<file path="config.mk">
export PLATFORM = sky130hd
export DESIGN_NAME = fetch_stage
export DESIGN_NICKNAME = d
export VERILOG_FILES = /design/src/rtl/fetch_stage.sv
export SDC_FILE = /design/constraint.sdc
export NUM_CORES = 1
export LEC_CHECK = 0
export BUFFER_PORTS_ARGS = -buffer_cell sky130_fd_sc_hd__buf_2
export CAP_MARGIN = 10
export CELL_PAD_IN_SITES_DETAIL_PLACEMENT = 1
export CELL_PAD_IN_SITES_GLOBAL_PLACEMENT = 1
export CORE_ASPECT_RATIO = 1.2
export CORE_MARGIN = 8
export CORE_UTILIZATION = 42
export CTS_BUF_LIST = sky130_fd_sc_hd__clkbuf_8
export DETAILED_ROUTE_END_ITERATION = 10
export PLACE_DENSITY_LB_ADDON = 0.12
export SLEW_MARGIN = 40
export SYNTH_ARGS = -nofsm -noshare
export SYNTH_HDL_FRONTEND = slang
export SYNTH_SLANG_ARGS = --single-unit
</file>
<file path="constraint.sdc">
create_clock -name clk -period 2.2 [get_ports clk]
set_input_delay 0.22 -clock clk [delete_from_list [all_inputs] [get_ports clk]]
set_output_delay 0.22 -clock clk [all_outputs]
set_load 0.02 [all_outputs]
</file>
<file path="src/rtl/fetch_stage.sv">
// fetch_stage
//   Fetch stage of the WISC-F24 single-issue core, sitting directly upstream
//   of decode. Owns the PC and drives a variable-latency instruction memory
//   with a one-cycle read strobe, then waits for the matching done pulse.
//   Every output is registered.
//
// Ports
//   clk          rising-edge system clock
//   rst          asynchronous, active-low reset
//   stall        decode cannot take a new instruction; no new request
//   redirect     execute took a branch/jump; load redirectPC
//   redirectPC   redirect target (must be halfword aligned)
//   imemData     instruction word, valid while imemDone=1
//   imemDone     memory completes the outstanding read this cycle
//   imemRd       one-cycle read request strobe
//   imemAddr     read address, valid while imemRd=1
//   instruction  instruction presented to decode (held between fetches)
//   pcPlus2      address of the held instruction + 2
//   instrValid   one-cycle pulse when instruction/pcPlus2 are new
//   halted       fetch has stopped after HALT or an error
//   err          sticky fault flag
module fetch_stage #(
  parameter logic [15:0] RESET_PC  = 16'h0000,
  parameter logic [15:0] NOP_INSTR = 16'h0800
) (
  input  logic        clk,
  input  logic        rst,
  input  logic        stall,
  input  logic        redirect,
  input  logic [15:0] redirectPC,
  input  logic [15:0] imemData,
  input  logic        imemDone,
  output logic        imemRd,
  output logic [15:0] imemAddr,
  output logic [15:0] instruction,
  output logic [15:0] pcPlus2,
  output logic        instrValid,
  output logic        halted,
  output logic        err
);

  typedef enum logic [1:0] {
    stFetch = 2'd0,
    stWait  = 2'd1,
    stHalt  = 2'd2
  } state_t;

  state_t      state, stateNext;
  logic [15:0] pc, pcNext;
  logic        dropFlag, dropNext;
  logic        firstCycle;
  logic        rdNext, validNext, errNext, haltedNext;
  logic [15:0] addrNext, instrNext, pcPlus2Next;
  logic        badRedirect;

  always_ff @(posedge clk or negedge rst) begin
    if (!rst) begin
      state       <= stFetch;
      pc          <= RESET_PC;
      dropFlag    <= 1'b0;
      firstCycle  <= 1'b1;
      imemRd      <= 1'b0;
      imemAddr    <= 16'h0000;
      instruction <= NOP_INSTR;
      pcPlus2     <= 16'h0000;
      instrValid  <= 1'b0;
      halted      <= 1'b0;
      err         <= 1'b0;
    end else begin
      state       <= stateNext;
      pc          <= pcNext;
      dropFlag    <= dropNext;
      firstCycle  <= 1'b0;
      imemRd      <= rdNext;
      imemAddr    <= addrNext;
      instruction <= instrNext;
      pcPlus2     <= pcPlus2Next;
      instrValid  <= validNext;
      halted      <= haltedNext;
      err         <= errNext;
    end
  end

  // A done pulse in FETCH during the first cycle after reset belongs to a
  // request abandoned by the reset, so it is ignored rather than flagged.
  // A redirect that lands in WAIT marks the outstanding read for discard;
  // if the done arrives in the same cycle the redirect still wins.
  always_comb begin
    stateNext   = state;
    pcNext      = pc;
    dropNext    = dropFlag;
    rdNext      = 1'b0;
    addrNext    = imemAddr;
    instrNext   = instruction;
    pcPlus2Next = pcPlus2;
    validNext   = 1'b0;
    errNext     = err;
    badRedirect = redirect && redirectPC[0];

    case (state)
      stFetch: begin
        if (badRedirect || (imemDone && !firstCycle)) begin
          errNext   = 1'b1;
          stateNext = stHalt;
        end else if (redirect) begin
          pcNext = redirectPC;
        end else if (!stall) begin
          rdNext    = 1'b1;
          addrNext  = pc;
          stateNext = stWait;
        end
      end

      stWait: begin
        if (badRedirect) begin
          errNext   = 1'b1;
          stateNext = stHalt;
        end else if (redirect) begin
          pcNext = redirectPC;
          if (imemDone) begin
            dropNext  = 1'b0;
            stateNext = stFetch;
          end else begin
            dropNext = 1'b1;
          end
        end else if (imemDone) begin
          if (dropFlag) begin
            dropNext  = 1'b0;
            stateNext = stFetch;
          end else begin
            instrNext   = imemData;
            pcPlus2Next = pc + 16'd2;
            validNext   = 1'b1;
            // HALT keeps the PC pointing at itself.
            if (imemData[15:11] == 5'b00000) begin
              stateNext = stHalt;
            end else begin
              pcNext    = pc + 16'd2;
              stateNext = stFetch;
            end
          end
        end
      end

      stHalt: begin
        if (imemDone) begin
          errNext = 1'b1;
        end
      end

      default: begin
        errNext   = 1'b1;
        stateNext = stHalt;
      end
    endcase

    haltedNext = (stateNext == stHalt);
  end

endmodule

</file>
==> results.cfg <==
[global_route]
track_usage_pct = 15.2
grt_pass1_vias = 2724
grt.overflow.total = 0
grt_max_degree = 73
antenna_found_initial = 0
grt_pass1_wl_um = 13600

[yosys]
synth-async-reset-ratio_pct = 100
synthCells = 283
syn-cell-area_sq_mm = 0.00329
synthesis.nets = 321
ys_types = 53
syn_area_per_cell_sq_um = 11.6
ys_seq_elements = 72
synth-main-ff-cell = dfrtp_1
synth_edf_count = 0
seq_area_frac_synth_pct = 54.9
ys_warn_count = 0

[critical_path]
crit_path_end_kind = flop
critical_path_class = flop to flop
cp_max_fo = 21
worst_ep_arrival_time_ns = 2.20
setup.worst_path.start_class = flop
required_ns = 2.48

[route]
drt-pass1-iter-count = 6
wl_um = 8110
wire_per_inst_um = 17.3
via_per_inst = 5.27
via_count = 2472
drt_iter0_drc = 44
route.detailed.drc = 0
final_antenna_net_count = 0

[placement]
place.gp.congestion = 0.741
portBuffers = 88
dpl.hpwl_um = 5820
placed_cell_area_sq_mm = 0.00376
dp_slack_ns = 0.182

[sta]
slew_viol_final = 0
max_freq_mhz = 521
rsz0062_at_grt = no
period_share_pct = 87.3
fin_tns_setup_ns = 0
final.min_clock_period_ns = 1.92
final.setup_skew_ns = 0.0118
worst_slack_ns = 0.279
worst_pin_slew_ns = 0.659
slew_headroom_pct = 56.1
setup_viol = 0
finalHoldViolCount = 0

[clock_network]
postCtsSetupRepairBufs = 0
clk-insertion-delay-late_ns = 0.35
h-tree-depth = 3
clkTransAtPathRegs_ns = 0.08
cts_tree = built
clockBufferDepth = 2
clockRootBuffer = clkbuf_8
cts.sinks = 72
cts_resized = 0
cts_made_buffers = 9

[floorplanning]
die_area_sq_mm = 0.0109
die_h_um = 113
core_sq_mm = 0.00762
top_level_ports = 89
floorplan.initialDensity_pct = 43.1
rows = 35
die_w_um = 96.8

[layout]
final_cell_mix = 87 x buf_2, 70 x dfrtp_1, 31 x mux2_2, 24 x nor2_1, 24 x a21oi_1
seqCellArea_sq_mm = 0.00180
area_delta_synth_final_pct = 21.3
design_area_sq_mm = 0.00399
drive_above_1_share_pct = 40.8
multi_input_area_sq_mm = 0.00132
fin_nets = 410
fin_util_pct = 52.3
final_common_cell = buf_2
antenna_cells = 0
fillers = 861

[pwr]
p_leak_nw = 2.07
power_density_mw_per_mm2 = 723
peakVddDrop_uv = 376

[job]
maxCapViolCount = 0

[min_path]
hold_class = primary input to flop

[run_status]
status = finished, final reports clean
-- through the flow --
stage	instances	hold WS, ns	power [mW]
floorplan	283	-0.0756	1.62
global placement	452	0.418	1.74
detailed placement	452	0.286	1.75
CTS	469	0.0866	2.93
global route	469	0.0824	3.02
finish	469	0.0979	2.88
-- area by class of cell --
| type | instances | share of cell area, % |
|---|---|---|
| clock buffers | 9 | 3.11 |
| well taps | 92 | 2.89 |
| repair buffers | 97 | 13.0 |
| multi-input cells | 188 | 33.0 |
| flip-flops and latches | 72 | 45.2 |
| inverters | 4 | 0.377 |
| clock inverters | 7 | 2.38 |
-- logic make-up (layout without fill, tap and decap cells) --
family / after synthesis / after routing / synth area share [%]
flip-flops: 72 / 72 / 54.9
AO/OA/AOI/OAI: 68 / 68 / 12.8
XOR/XNOR: 13 / 13 / 3.46
other: 1 / 1 / 0.114
buffers and inverters: 23 / 117 / 5.02
adder cells (fa/ha/maj): 1 / 1 / 0.381
AND/OR/NAND/NOR: 70 / 70 / 11.4
multiplexers: 35 / 35 / 11.9
-- what timing repair did --
action | in CTS | in global routing
endpoints found under the setup margin | 0 | 0
hold endpoints to repair | 70 | 0
hold buffers | 1 | 0
-- critical path, cell delays in order, from the launching register on --
cell and delay (ns):
dfrtp_1 0.51, nand2b_1 0.16, or2_2 0.36, nor2_8 0.30, buf_4 0.31, nor2_1 0.07
a21oi_1 0.13
-- power breakdown --
group          switching [mW]  internal, mW  leakage (nW)  total [mW]
Combinational           0.135         0.116          1.01       0.251
Sequential             0.0790          1.39         0.948        1.46
Clock                   0.528         0.640         0.110        1.17
-- cell usage after synthesis (all sizes together), types with 2 or more instances --
cell type / number / share of area [%]
nor4: 3 / 1.0
nor3: 3 / 0.80
o22ai: 6 / 1.1
and3: 2 / 0.42
nand2b: 2 / 0.38
inv: 4 / 0.46
xor2: 7 / 1.9
nor2: 25 / 3.3
mux2: 33 / 11
o21ai: 15 / 2.3
a31oi: 2 / 0.38
and2: 2 / 0.38
a22o: 2 / 0.57
buf: 13 / 3.7
o31ai: 2 / 0.46
nor3b: 2 / 0.46
nand2: 17 / 1.9
clkbuf: 6 / 0.88
nand4: 2 / 0.38
mux2i: 2 / 0.61
dfrtp: 70 / 53
o2bb2ai: 2 / 0.53
a2bb2oi: 6 / 1.6
xnor2: 6 / 1.6
dfstp: 2 / 1.6
a22oi: 2 / 0.46
nand3: 7 / 1.1
a21oi: 26 / 4.2
-- sequential cells by signal (all words and copies together) (netlist names) --
signal,flops
state,2
imemAddr,16
pc,16
imemRd,1
pcPlus2,16
firstCycle,1
instrValid,1
halted,1
err,1
dropFlag,1
instruction,16
-- per-layer routing --
layer / global-route usage [%] / share of wire, % / up-vias / wire length [um]
li1: - / - / 1175 / -
met1: 16.8 / 41 / 1225 / 3360
met2: 25.1 / 49 / 62 / 3990
met3: 6.40 / 7.8 / 10 / 633
met4: 6.58 / 1.6 / 0 / 131
met5: 0 / 0 / - / 0
-- worst paths after layout --
kind / from / end / slack [ns] / cells past startpoint
max: state[0] / pcPlus2[8] / 0.28 / 6
min: imemData[6] / instruction[6] / 0.1 / 2
max reg2reg: state[0] / pcPlus2[8] / 0.28 / 6
min reg2reg: imemAddr[4] / imemAddr[4] / 0.49 / 2
max in group asynchronous: rst / pc[13] / 1.29 / 2
min in group asynchronous: rst / imemAddr[10] / 0.45 / 2
No activity file was read; power rests on OpenSTA's default activity.
